===== config.mk =====
export PLATFORM = sky130hd
export DESIGN_NAME = debounce_arbiter
export DESIGN_NICKNAME = d
export VERILOG_FILES = /design/src/rtl/debounce_arbiter.sv
export SDC_FILE = /design/constraint.sdc
export NUM_CORES = 1
export LEC_CHECK = 0
export BUFFER_PORTS_ARGS = -buffer_cell sky130_fd_sc_hd__buf_4
export CORE_MARGIN = 2
export CORE_UTILIZATION = 58
export DETAILED_ROUTE_END_ITERATION = 10
export HOLD_SLACK_MARGIN = 0.12
export PLACE_DENSITY = 0.79
export SLEW_MARGIN = 0
export SYNTH_ARGS = -nofsm -noshare
export SYNTH_HDL_FRONTEND = slang
export SYNTH_SLANG_ARGS = --single-unit

===== constraint.sdc =====
create_clock -name Clk -period 2.5 [get_ports Clk]
set_input_delay 0.25 -clock Clk [delete_from_list [all_inputs] [get_ports Clk]]
set_output_delay 0.25 -clock Clk [all_outputs]
set_load 0.05 [all_outputs]

===== src/rtl/debounce_arbiter.sv =====
// debounce_arbiter
//   Debounces N_BTN raw button levels with a single shared hold-time counter.
//   Pending buttons (synchronized level differs from the debounced level) are
//   served one at a time in round-robin order. A button must hold its new
//   level for DEBOUNCE_CYCLES clocks before the change is committed.
//
// Parameters
//   N_BTN            number of buttons (2..8)
//   DEBOUNCE_CYCLES  stable-level hold time in clocks (>= 2)
//   CNT_W            shared counter width; DEBOUNCE_CYCLES-1 must fit
//
// Ports
//   Clk        in   system clock, rising edge
//   Reset      in   asynchronous, active-high reset
//   Button     in   raw asynchronous button levels [N_BTN]
//   Stable     out  debounced levels [N_BTN]
//   Press      out  one-cycle pulse on a committed 0->1 change [N_BTN]
//   Release    out  one-cycle pulse on a committed 1->0 change [N_BTN]
//   Grant      out  one-hot owner of the counter, zero when idle [N_BTN]
//   Busy       out  FSM not in IDLE
//   Dbg_state  out  FSM state (0 IDLE, 1 COUNT, 2 COMMIT)
//
// Configuration
//   DEBOUNCE_ARBITER_RELEASE_EN  defined: Release pulses on 1->0 commits.
//                                undefined: Release is tied to zero; Stable
//                                still follows 1->0 commits.
//
// Handshake: none; Press/Release are unconditional single-cycle pulses.
module debounce_arbiter #(
  parameter int N_BTN           = 4,
  parameter int DEBOUNCE_CYCLES = 2000000,
  parameter int CNT_W           = 25
) (
  input  logic             Clk,
  input  logic             Reset,
  input  logic [N_BTN-1:0] Button,
  output logic [N_BTN-1:0] Stable,
  output logic [N_BTN-1:0] Press,
  output logic [N_BTN-1:0] Release,
  output logic [N_BTN-1:0] Grant,
  output logic             Busy,
  output logic [1:0]       Dbg_state
);

  localparam int IDX_W = (N_BTN > 1) ? $clog2(N_BTN) : 1;
  localparam logic [CNT_W-1:0] CNT_LAST = CNT_W'(DEBOUNCE_CYCLES - 1);
  localparam logic [IDX_W-1:0] IDX_LAST = IDX_W'(N_BTN - 1);

  typedef enum logic [1:0] {
    S_IDLE   = 2'd0,
    S_COUNT  = 2'd1,
    S_COMMIT = 2'd2
  } state_t;

  state_t             state_q, state_d;
  logic [N_BTN-1:0]   sync1_q, sync2_q;
  logic [N_BTN-1:0]   stable_q, stable_d;
  logic [N_BTN-1:0]   press_q, press_d;
  logic [N_BTN-1:0]   grant_q, grant_d;
  logic [IDX_W-1:0]   gidx_q, gidx_d;
  logic [IDX_W-1:0]   ptr_q, ptr_d;
  logic [CNT_W-1:0]   cnt_q, cnt_d;
`ifdef DEBOUNCE_ARBITER_RELEASE_EN
  logic [N_BTN-1:0]   release_q, release_d;
`endif

  logic [N_BTN-1:0]   pend;
  logic               pick_found;
  logic [IDX_W-1:0]   pick_idx;
  logic [IDX_W-1:0]   ptr_next;

  assign pend = sync2_q ^ stable_q;

  // Pointer moves past the button just served (commit or abort) so every
  // pending button is reached within N_BTN-1 windows.
  assign ptr_next = (gidx_q == IDX_LAST) ? '0 : gidx_q + IDX_W'(1);

  // First pending index at or after ptr_q, wrapping.
  always_comb begin
    pick_found = 1'b0;
    pick_idx   = '0;
    for (int k = 0; k < N_BTN; k++) begin
      if (!pick_found && pend[(int'(ptr_q) + k) % N_BTN]) begin
        pick_found = 1'b1;
        pick_idx   = IDX_W'((int'(ptr_q) + k) % N_BTN);
      end
    end
  end

  always_ff @(posedge Clk or posedge Reset) begin
    if (Reset) begin
      sync1_q <= '0;
      sync2_q <= '0;
    end else begin
      sync1_q <= Button;
      sync2_q <= sync1_q;
    end
  end

  always_ff @(posedge Clk or posedge Reset) begin
    if (Reset) begin
      state_q  <= S_IDLE;
      stable_q <= '0;
      press_q  <= '0;
      grant_q  <= '0;
      gidx_q   <= '0;
      ptr_q    <= '0;
      cnt_q    <= '0;
    end else begin
      state_q  <= state_d;
      stable_q <= stable_d;
      press_q  <= press_d;
      grant_q  <= grant_d;
      gidx_q   <= gidx_d;
      ptr_q    <= ptr_d;
      cnt_q    <= cnt_d;
    end
  end

`ifdef DEBOUNCE_ARBITER_RELEASE_EN
  always_ff @(posedge Clk or posedge Reset) begin
    if (Reset) begin
      release_q <= '0;
    end else begin
      release_q <= release_d;
    end
  end
`endif

  always_comb begin
    state_d  = state_q;
    stable_d = stable_q;
    press_d  = '0;
    grant_d  = grant_q;
    gidx_d   = gidx_q;
    ptr_d    = ptr_q;
    cnt_d    = cnt_q;
`ifdef DEBOUNCE_ARBITER_RELEASE_EN
    release_d = '0;
`endif
    case (state_q)
      S_IDLE: begin
        cnt_d = '0;
        if (pick_found) begin
          grant_d = N_BTN'(1) << pick_idx;
          gidx_d  = pick_idx;
          state_d = S_COUNT;
        end
      end
      S_COUNT: begin
        // A bounce back to the committed level wins over terminal count.
        if (sync2_q[gidx_q] == stable_q[gidx_q]) begin
          grant_d = '0;
          cnt_d   = '0;
          ptr_d   = ptr_next;
          state_d = S_IDLE;
        end else if (cnt_q == CNT_LAST) begin
          state_d = S_COMMIT;
        end else begin
          cnt_d = cnt_q + CNT_W'(1);
        end
      end
      S_COMMIT: begin
        stable_d[gidx_q] = ~stable_q[gidx_q];
        if (!stable_q[gidx_q]) begin
          press_d[gidx_q] = 1'b1;
        end
`ifdef DEBOUNCE_ARBITER_RELEASE_EN
        else begin
          release_d[gidx_q] = 1'b1;
        end
`endif
        grant_d = '0;
        cnt_d   = '0;
        ptr_d   = ptr_next;
        state_d = S_IDLE;
      end
      default: begin
        grant_d = '0;
        cnt_d   = '0;
        state_d = S_IDLE;
      end
    endcase
  end

  assign Stable    = stable_q;
  assign Press     = press_q;
  assign Grant     = grant_q;
  assign Busy      = (state_q != S_IDLE);
  assign Dbg_state = state_q;
`ifdef DEBOUNCE_ARBITER_RELEASE_EN
  assign Release   = release_q;
`else
  assign Release   = '0;
`endif

endmodule

==> results of run 1 <==
==> routing by layer <==
metal / routed length, um / part of all wire, % / GRT usage, % / vias up
li1: - / - / - / 914
met4: 51 / 1.0 / 6.32 / 0
met1: 2270 / 45 / 32.8 / 944
met3: 230 / 4.6 / 5.09 / 6
met5: 0 / 0 / 0 / -
met2: 2450 / 49 / 35.1 / 50
==> sequential cells by signal, indices dropped and copies added (netlist names), 4 cells and up <==
name,flops
Press,4
Stable,4
Grant,4
sync2_q,4
sync1_q,4
cnt_q,25
==> final timing paths <==
check                           start    endpoint  slack (ns)  depth (start not counted)
max                         cnt_q[14]   cnt_q[13]        0.30                          6
min                        sync1_q[3]  sync2_q[3]        0.35                          0
max reg2reg                 cnt_q[14]   cnt_q[13]        0.30                          6
min reg2reg                sync1_q[3]  sync2_q[3]        0.35                          0
max in group asynchronous       Reset    Grant[1]        1.45                          4
min in group asynchronous       Reset   cnt_q[15]        0.46                          3
==> cell usage in the layout (no fill, tap or decap), drive strengths merged, types with 3 or more instances in the layout <==
cell type,instances
a21o,5
a21oi,10
a22o,3
a31oi,3
and3,5
buf,27
clkbuf,6
conb,4
dfrtp,51
dlygate4sd3,5
ha,5
inv,9
mux2i,3
nand2,15
nand3,12
nand4,5
nor2,27
nor3,6
nor4,4
o21ai,14
or2,3
or3,9
or4,3
xnor2,12
xor2,7
==> stage by stage <==
| step | setup WS [ns] | util (%) | area, um^2 | hold WS (ns) | power (mW) |
|---|---|---|---|---|---|
| detailed placement | 0.360 | 66.0 | 2680 | 0.238 | 1.72 |
| finish | 0.297 | 70.2 | 2850 | 0.352 | 2.29 |
| CTS | 0.311 | 70.2 | 2850 | 0.355 | 2.30 |
| global route | 0.154 | 70.2 | 2850 | 0.358 | 2.42 |
| floorplan | 0.131 | - | 2480 | 0.281 | 1.52 |
| global placement | 0.410 | 66.0 | 2680 | 0.225 | 1.70 |
==> layout make-up <==
type | instances | area, um^2 | share of cell area [%]
clock buffers | 6 | 82.6 | 2.90
clock inverters | 2 | 35.0 | 1.23
inverters | 9 | 33.8 | 1.19
multi-input cells | 174 | 1100 | 38.8
flip-flops and latches | 51 | 1280 | 44.8
well taps | 50 | 62.6 | 2.20
repair buffers | 32 | 253 | 8.88
==> cells by family (layout without fill, tap and decap cells) <==
kind of cell,after synthesis,in the layout
simple gates,97,97
flops,51,51
compound gates,43,43
buf+inv,21,49
xor+xnor,19,19
mux,6,6
fa+ha+maj,5,5
other cells,1,4
==> report_power, final <==
group	switching, mW	leakage [nW]	internal, mW
registers	0.0992	0.680	0.912
clock network	0.255	0.0612	0.324
logic	0.447	0.547	0.255
==> worst max-delay path: stages (launching register included) <==
cell and delay (ns):
dfrtp_1 0.43, or4b_2 0.66, or3_1 0.36, nor3_2 0.12, buf_4 0.24, o21ai_0 0.13, a21oi_1 0.18
==> summary.txt, run 1 <==
Setup path
  • Data required, critical path: 2.72 ns
  • Critical Path AT: 2.42 ns
  • Crit. End Element: register
  • CP startpoint kind: register
  • Crit Path Max Fanout: 20
  • Setup CP Type: register to register

Global route
  • GRT overflow: 0
  • Largest net degree at the start of global routing: 22
  • Tot GR Track Use: 22.8%
  • Vias in the first global route: 1818
  • Initial antenna violation count: 0
  • First-pass GRT wire length: 8.75 mm

CTS
  • Clock Latency Late Sink: 0.30 ns
  • Clock sink count: 51
  • Hold Buf Count CTS: 5
  • Post-cts sizing count: 0
  • # Post-CTS Setup Buffers: 0
  • TritonCTS clock tree: done
  • Htree depth: 2
  • CTS Buffer Depth: 2
  • Worst-path clk slew: 0.09 ns
  • CTS Root Buffer Type: clkbuf_8
  • Inserted Clock Buffers: 5

Routing
  • Vias/cell: 5.91
  • Router iterations before antenna repair: 4
  • Number of routed nets with antenna violations: 0
  • DR DRC count: 0
  • WL final: 5.00 mm
  • Routed wire length per instance: 15.4 um
  • DR iter-0 viols: 212
  • Routed via count: 1914

Yosys
  • Synth cell types: 41
  • Main area contributors after synthesis: dfrtp_1, xnor2_1, nor2_1, o21ai_0, ha_1
  • Synth Area in Adders: 2.53%
  • Area share of xor/xnor cells in the synthesized design: 6.74%
  • Syn Inst Count: 243
  • Largest family of logic cells by synthesized area: simple AND/OR/NAND/NOR gates
  • Top-count cell post-synth: dfrtp_1
  • Mux cell area share after synthesis: 3.50%
  • Number of enable flip-flop cells after synthesis: 0
  • Synthesized area: 2470 um^2
  • Primary FF master, synth: dfrtp_1
  • Register area share after synthesis: 51.7%
  • Compound-Gate Fraction of Synth Area: 11.0%
  • Post-synth top cells: dfrtp_1, nor2_1, nand2_1
  • Top cell type by total area after synthesis: dfrtp_1
  • Post-Synth Simple-Gate Area: 20.3%
  • Post-synth ARST share: 100%
  • Yosys reg bits: 51
  • Average cell area after synthesis: 10.2 um^2
  • Top cell type's share of synthesized area: 51.7%
  • Synth warn: 0

Placed design
  • Cells after DPL: 311
  • Number of port buffers: 20
  • RePlAce Congestion: 0.829
  • Hpwl dp: 3.59 mm

Layout
  • # diodes: 0
  • Fillers: 306
  • Layout Cells excl Fill: 324
  • Layout cells sized above 1: 15.7%
  • Layout area overhead: 15.3%
  • Final Net Count: 284

STA
  • Setup-failing EPs final: 0
  • Clock period minus worst slack: 2.20 ns
  • Worst Max-Slew Pin Slew: 0.517 ns
  • Slew Limit Fails: 0
  • Relative slew slack: 65.1%
  • Clk_skew: 0.00769 ns
  • RSZ-0062 raised after global routing: false
  • Period utilization: 88.1%
  • Final Hold Vio Count: 0
  • Setup TNS: 0 ns
  • Maximum clock frequency: 454 MHz

Floorplanning
  • Die Y: 69.2 um
  • Core Rows: 23
  • Core Footprint: 4060 um^2
  • Boundary Pins: 25
  • Die width: 69.2 um
  • Starting density of the core: 60.8%
  • Die Footprint: 4790 um^2

Pwr
  • P_leak: 1.29 nW
  • Maximum VDD drop: 0.000458 V
  • Cell Pwr Density: 805 nW/um^2

Status
  • Outcome: finished clean

Job
  • # Max-Cap Violations: 0

Hold path
  • Worst Hold Class: register to register
(Power assumes the default switching activity.)
==> run 2: changes to the inputs <==
--- a/config.mk
+++ b/config.mk
@@ -6,7 +6,6 @@
 export NUM_CORES = 1
 export LEC_CHECK = 0
 export BUFFER_PORTS_ARGS = -buffer_cell sky130_fd_sc_hd__buf_4
-export CORE_MARGIN = 2
 export CORE_UTILIZATION = 58
 export DETAILED_ROUTE_END_ITERATION = 10
 export HOLD_SLACK_MARGIN = 0.12
==> run 2 against run 1 <==
Clock power about the same. Non-clock buffer count unchanged. First-iteration DRC count fell by 2.4%. Register-to-register slack improved by 0.05 ns. Critical path depth did not move. Routed wire length is 1.2% lower. Sequential share of layout area unchanged. Highest routed layer unchanged.
==> summary.txt, run 2 (synthesis results as in run 1) <==
Status
  • Outcome: finished clean (unchanged)

Global route
  • Initial antenna violation count: 0 (unchanged)
  • GRT overflow: 0 (unchanged)
  • First-pass GRT wire length: 8.36 mm (was 8.75 mm)
  • Vias in the first global route: 1787 (was 1818)
  • Tot GR Track Use: 25.3% (was 22.8%)
  • Largest net degree at the start of global routing: 23 (was 22)

CTS
  • Post-cts sizing count: 0 (unchanged)
  • CTS Buffer Depth: 2 (unchanged)
  • Htree depth: 2 (unchanged)
  • Clock Latency Late Sink: 0.31 ns (was 0.30 ns)
  • Inserted Clock Buffers: 5 (unchanged)
  • Worst-path clk slew: 0.09 ns (about the same)
  • Clock sink count: 51 (unchanged)
  • CTS Root Buffer Type: clkbuf_8 (unchanged)
  • # Post-CTS Setup Buffers: 0 (unchanged)
  • TritonCTS clock tree: done (unchanged)
  • Hold Buf Count CTS: 5 (unchanged)

Routing
  • Router iterations before antenna repair: 4 (unchanged)
  • Routed wire length per instance: 15.3 um (was 15.4 um)
  • Number of routed nets with antenna violations: 0 (unchanged)
  • DR iter-0 viols: 207 (was 212)
  • Routed via count: 1902 (was 1914)
  • WL final: 4.94 mm (was 5.00 mm)
  • DR DRC count: 0 (unchanged)
  • Vias/cell: 5.87 (was 5.91)

Setup path
  • Crit-path cells: or4b_2, or3_1, nor3_2, buf_4, mux2i_1, nor2_1 (was or4b_2, or3_1, nor3_2, buf_4, o21ai_0, a21oi_1)
  • Launching point of the worst reg2reg path: cnt_q[14] (unchanged)
  • CP startpoint kind: register (unchanged)
  • R2R Setup Slk: 0.34 ns (was 0.30 ns)
  • CP max-delay cell: or4b_2 (unchanged)
  • Critical Path Source: cnt_q[14] (unchanged)
  • Crit Path Max Fanout: 20 (unchanged)
  • Crit path largest cell delay: 0.65 ns (was 0.66 ns)
  • Data required, critical path: 2.70 ns (was 2.72 ns)
  • Setup CP Type: register to register (unchanged)
  • Crit. End Element: register (unchanged)
  • Critical Path AT: 2.36 ns (was 2.42 ns)
  • R2r worst-path depth: 6 (unchanged)
  • Worst r2r dst: cnt_q[1] (was cnt_q[13])

STA
  • Worst Max-Slew Pin Slew: 0.596 ns (was 0.517 ns)
  • RSZ-0062 raised after global routing: false (unchanged)
  • Clock period minus worst slack: 2.16 ns (was 2.20 ns)
  • Relative slew slack: 59.8% (was 65.1%)
  • Period utilization: 86.3% (was 88.1%)
  • Slew Limit Fails: 0 (unchanged)
  • Setup TNS: 0 ns (unchanged)
  • Final Hold Vio Count: 0 (unchanged)
  • Maximum clock frequency: 463 MHz (was 454 MHz)
  • Setup-failing EPs final: 0 (unchanged)
  • Clk_skew: 0.0107 ns (was 0.00769 ns)

Layout
  • Commonest non-fill, non-tap cells in the layout: dfrtp_1, nor2_1, buf_4 (unchanged)
  • Max reg flops: 25 (unchanged)
  • Final Net Count: 284 (unchanged)
  • Layout area overhead: 15.3% (unchanged)
  • Design Area, Final: 2850 um^2 (unchanged)
  • Largest Register: cnt_q (unchanged)
  • # diodes: 0 (unchanged)
  • Layout cells sized above 1: 15.7% (unchanged)
  • Commonest non-fill, non-tap cell in the layout: dfrtp_1 (unchanged)

Hold path
  • Hold path startpoint: sync1_q[1] (was sync1_q[3])
  • Worst Hold Class: register to register (unchanged)
  • WHS Endpoint: sync2_q[1] (was sync2_q[3])
  • Hold Path Cell Cnt: 0 (unchanged)

Pwr
  • P_leak: 1.29 nW (unchanged)
  • Cell Pwr Density: 812 nW/um^2 (was 805 nW/um^2)
  • Maximum VDD drop: 0.000455 V (was 0.000458 V)

Floorplanning
  • Die width: 67.2 um (was 69.2 um)
  • Boundary Pins: 25 (unchanged)
  • Die Y: 67.2 um (was 69.2 um)
  • Starting density of the core: 60.8% (unchanged)
  • Core Rows: 23 (unchanged)
  • Die Footprint: 4520 um^2 (was 4790 um^2)
  • Core Footprint: 4060 um^2 (unchanged)

Placed design
  • Hpwl dp: 3.51 mm (was 3.59 mm)
  • Area after DPL: 2680 um^2 (unchanged)
  • RePlAce Congestion: 0.818 (was 0.829)
  • Number of port buffers: 20 (unchanged)

Job
  • # Max-Cap Violations: 0 (unchanged)
==> run 2: final cells by class <==
| cell class | count | area (um^2) |
|---|---|---|
| multi-input cells | 174 | 1100 |
| fillers | 302 | 1210 |
| well taps | 50 | 62.6 |
| flip-flops and latches | 51 | 1280 |
| clock buffers | 6 | 82.6 |
| clock inverters | 2 | 35.0 |
| inverters | 9 | 33.8 |
| repair buffers | 32 | 253 |
==> run 2: worst max-delay path, delay by kind of cell, from the launching register on <==
kind                   cells  cell delay, ns
buffers and inverters      1            0.24
DFF                        1            0.43
muxes                      1            0.20
and+or+nand+nor            4            1.19
==> run 2: metrics by stage <==
step / util [%] / instances / setup slack [ns] / hold WS, ns / power [mW]
floorplan: - / 246 / 0.131 / 0.281 / 1.52
global placement: 66.0 / 311 / 0.413 / 0.230 / 1.70
detailed placement: 66.0 / 311 / 0.373 / 0.232 / 1.73
CTS: 70.2 / 324 / 0.355 / 0.357 / 2.32
global route: 70.2 / 324 / 0.222 / 0.361 / 2.45
finish: 70.2 / 324 / 0.342 / 0.356 / 2.31
==> run 2: report_power, final <==
part           total (mW)  internal, mW  switching (mW)  leakage [nW]
combinational       0.713         0.257           0.457         0.547
clock               0.582         0.324           0.259        0.0612
sequential           1.01         0.911           0.103         0.680
total                2.31          1.49           0.819          1.29
==> run 2: how the worst max path moves through the flow <==
| stage | to | slack [ns] | cells after the start |
|---|---|---|---|
| 2_1_floorplan | cnt_q[3] | 0.13 | 6 |
| 3_3_place_gp | cnt_q[1] | 0.41 | 6 |
| 3_5_place_dp | cnt_q[1] | 0.37 | 6 |
| 4_1_cts | cnt_q[1] | 0.36 | 6 |
| 5_1_grt | cnt_q[1] | 0.22 | 6 |
| 6_report | cnt_q[1] | 0.34 | 6 |
==> run 2: layer usage <==
layer | GRT usage (%) | part of all wire (%)
met1 | 34.5 | 47
met2 | 39.1 | 47
met3 | 6.25 | 5.0
met4 | 9.57 | 1.5
met5 | 0 | 0
==> run 3: changes to the inputs <==
--- a/config.mk
+++ b/config.mk
@@ -5,8 +5,9 @@
 export SDC_FILE = /design/constraint.sdc
 export NUM_CORES = 1
 export LEC_CHECK = 0
+export ABC_AREA = 1
 export BUFFER_PORTS_ARGS = -buffer_cell sky130_fd_sc_hd__buf_4
-export CORE_UTILIZATION = 58
+export CORE_UTILIZATION = 59
 export DETAILED_ROUTE_END_ITERATION = 10
 export HOLD_SLACK_MARGIN = 0.12
 export PLACE_DENSITY = 0.79
==> run 3 against run 2 <==
Global-route usage up 0.53 points. Area after synthesis up 16%. Setup slack better by 0.22 ns. Combinational power up 80%. Critical path type unchanged. Largest power group is now combinational logic. Highest routed layer unchanged.
==> summary.txt, run 3 <==
Yosys
  • Top-count cell post-synth: nand2_1 (was dfrtp_1)
  • Average cell area after synthesis: 7.90 um^2 (was 10.2 um^2)
  • Post-synth ARST share: 100% (unchanged)
  • Main area contributors after synthesis: dfrtp_1, nand2_1, nand3_1, inv_1, nor2_1 (was dfrtp_1, xnor2_1, nor2_1, o21ai_0, ha_1)
  • Synth warn: 0 (unchanged)
  • Top cell type's share of synthesized area: 44.5% (was 51.7%)
  • Synthesized area: 2870 um^2 (was 2470 um^2)
  • Register area share after synthesis: 44.5% (was 51.7%)
  • Post-synth top cells: nand2_1, dfrtp_1, nand3_1 (was dfrtp_1, nor2_1, nand2_1)
  • Number of enable flip-flop cells after synthesis: 0 (unchanged)
  • Synth cell types: 36 (was 41)
  • Primary FF master, synth: dfrtp_1 (unchanged)
  • Syn Inst Count: 363 (was 243)
  • Top cell type by total area after synthesis: dfrtp_1 (unchanged)
  • Yosys reg bits: 51 (unchanged)

STA
  • Setup TNS: 0 ns (unchanged)
  • Setup-failing EPs final: 0 (unchanged)
  • Maximum clock frequency: 515 MHz (was 463 MHz)
  • Final Hold Vio Count: 0 (unchanged)
  • Slew Limit Fails: 0 (unchanged)
  • Period utilization: 77.7% (was 86.3%)
  • Clock period minus worst slack: 1.94 ns (was 2.16 ns)
  • RSZ-0062 raised after global routing: false (unchanged)
  • Clk_skew: 0.00515 ns (was 0.0107 ns)

Layout
  • Layout cells sized above 1: 15.1% (was 15.7%)
  • Final Net Count: 402 (was 284)
  • Layout area overhead: 10.9% (was 15.3%)
  • Fillers: 364 (was 302)
  • Commonest non-fill, non-tap cells in the layout: nand2_1, dfrtp_1, nand3_1 (was dfrtp_1, nor2_1, buf_4)
  • Largest Register: cnt_q (unchanged)
  • Max reg flops: 25 (unchanged)
  • Commonest non-fill, non-tap cell in the layout: nand2_1 (was dfrtp_1)
  • # diodes: 0 (unchanged)

Setup path
  • Crit Path Max Fanout: 13 (was 20)
  • WP buf/inv: 3 (was 1)
  • CP startpoint kind: register (unchanged)
  • CP max-delay cell: dfrtp_1 (was or4b_2)
  • Setup CP Type: register to register (unchanged)
  • Critical Path AT: 2.13 ns (was 2.36 ns)
  • Crit path max-delay family: simple AND/OR/NAND/NOR gates (unchanged)
  • Crit. End Element: register (unchanged)
  • Data required, critical path: 2.69 ns (was 2.70 ns)
  • Crit path largest cell delay: 0.62 ns (was 0.65 ns)
  • Crit-path cells: inv_2, nand2_1, nand2_2, inv_2, nand3_1, nand2_1, nor2_2, nor2_1, inv_2, nand2_1, o21ai_1 (was or4b_2, or3_1, nor3_2, buf_4, mux2i_1, nor2_1)

Routing
  • WL final: 5.87 mm (was 4.94 mm)
  • DR iter-0 viols: 204 (was 207)
  • Routed via count: 2517 (was 1902)
  • Met3 routed wirelength: 386 um (was 247 um)
  • Top sig layer: met4 (unchanged)
  • Vias/cell: 5.67 (was 5.87)
  • Routed wire length per instance: 13.2 um (was 15.3 um)
  • Router iterations before antenna repair: 5 (was 4)
  • Number of routed nets with antenna violations: 0 (unchanged)
  • DR DRC count: 0 (unchanged)
  • DR WL met2: 2.50 mm (was 2.32 mm)
  • WL met1: 2.92 mm (was 2.30 mm)

CTS
  • Clock sink count: 51 (unchanged)
  • Hold Buf Count CTS: 5 (unchanged)
  • Clock Latency Late Sink: 0.31 ns (about the same)
  • Inserted Clock Buffers: 5 (unchanged)
  • Post-cts sizing count: 0 (unchanged)
  • Worst-path clk slew: 0.09 ns (about the same)
  • CTS Root Buffer Type: clkbuf_8 (unchanged)
  • CTS Buffer Depth: 2 (unchanged)
  • # Post-CTS Setup Buffers: 0 (unchanged)
  • TritonCTS clock tree: done (unchanged)
  • Htree depth: 2 (unchanged)

Pwr
  • P_leak: 1.56 nW (was 1.29 nW)
  • Sw Pwr: 1.29 mW (was 819 uW)
  • Switching power share of the total: 46.3% (was 35.4%)
  • Maximum VDD drop: 0.000520 V (was 0.000455 V)
  • Clock power frac: 17.3% (was 25.2%)
  • Total chip power: 2.79 mW (was 2.31 mW)
  • Cell Pwr Density: 876 nW/um^2 (was 812 nW/um^2)
  • Sequential power share: 36.9% (was 43.9%)
  • Comb pwr share: 45.8% (was 30.9%)
  • Int Power: 1.49 mW (about the same)

Global route
  • GRT overflow: 0 (unchanged)
  • Vias in the first global route: 2342 (was 1787)
  • Initial antenna violation count: 0 (unchanged)
  • First-pass GRT wire length: 10.4 mm (was 8.36 mm)
  • Largest net degree at the start of global routing: 36 (was 23)
  • Tot GR Track Use: 25.9% (was 25.3%)

Placed design
  • Hpwl dp: 4.27 mm (was 3.51 mm)
  • RePlAce Congestion: 0.894 (was 0.818)
  • Number of port buffers: 20 (unchanged)

Floorplanning
  • Starting density of the core: 63.7% (was 60.8%)
  • Die Y: 71.7 um (was 67.2 um)
  • Core Rows: 24 (was 23)
  • Die width: 71.7 um (was 67.2 um)
  • Boundary Pins: 25 (unchanged)
  • Core Footprint: 4500 um^2 (was 4060 um^2)
  • Die Footprint: 5140 um^2 (was 4520 um^2)

Hold path
  • Worst Hold Class: register to register (unchanged)

Status
  • Outcome: finished clean (unchanged)

Job
  • # Max-Cap Violations: 0 (unchanged)
-- run 3: changes by cell type after synthesis, sizes merged, moves of 5 or more --
cell    delta
nand2     +78
nand3     +39
clkbuf     -5
inv       +32
nand4      +6
nor3       +9
o21ai      +6
xnor2     -12
a21o       -5
or3        -9
a21oi      +6
-- run 3: layer usage --
metal / up-vias / global-route usage, %
met3: 7 / 5.06
met5: - / 0
li1: 1260 / -
met2: 99 / 38.7
met1: 1151 / 38.2
met4: 0 / 8.28
-- run 3: final timing paths --
| kind | start | to | slack, ns | depth (start not counted) |
|---|---|---|---|---|
| hold / removal | sync1_q[3] | sync2_q[3] | 0.36 | 0 |
| max in group asynchronous | Reset | cnt_q[7] | 1.29 | 4 |
| setup / recovery | ptr_q[0] | gidx_q[0] | 0.56 | 11 |
| setup reg to reg | ptr_q[0] | gidx_q[0] | 0.56 | 11 |
| min in group asynchronous | Reset | Stable[1] | 0.46 | 3 |
| hold reg to reg | sync1_q[3] | sync2_q[3] | 0.36 | 0 |
-- run 3: through the flow --
stage          instance area [um^2]  worst slack [ns]  hold slack (ns)  std cells  util (%)
3_5_place_dp                   3040             0.603            0.238        431      67.5
2_1_floorplan                  2880             0.765            0.281        366         -
4_1_cts                        3180             0.585            0.360        444      70.6
3_3_place_gp                   3040             0.640            0.230        431      67.5
5_1_grt                        3180             0.394            0.364        444      70.6
6_report                       3180             0.557            0.357        444      70.6
-- run 3: cell families after synthesis --
group | synth area share (%)
compound gates | 7.90
xor+xnor | 1.22
fa+ha+maj | 2.18
buf+inv | 7.50
flops | 44.5
other cells | 0.131
simple gates | 36.6
-- run 3: cell type report --
class | instances | area [um^2] | share of cell area, %
multi-input combinational | 266 | 1390 | 43.6
timing repair buffer | 26 | 208 | 6.53
sequential | 51 | 1280 | 40.1
tap | 52 | 65.1 | 2.05
inverter | 41 | 154 | 4.84
clock buffer | 6 | 72.6 | 2.28
clock inverter | 2 | 16.3 | 0.512
-- run 3: power by group through the flow --
stage	clock [mW]	sequential (mW)	combinational, mW
6_report	0.481	1.03	1.28
5_1_grt	0.528	1.04	1.43
4_1_cts	0.496	1.02	1.27
3_5_place_dp	0	1.04	1.25
3_3_place_gp	0	1.04	1.24
2_1_floorplan	0	1.07	0.994
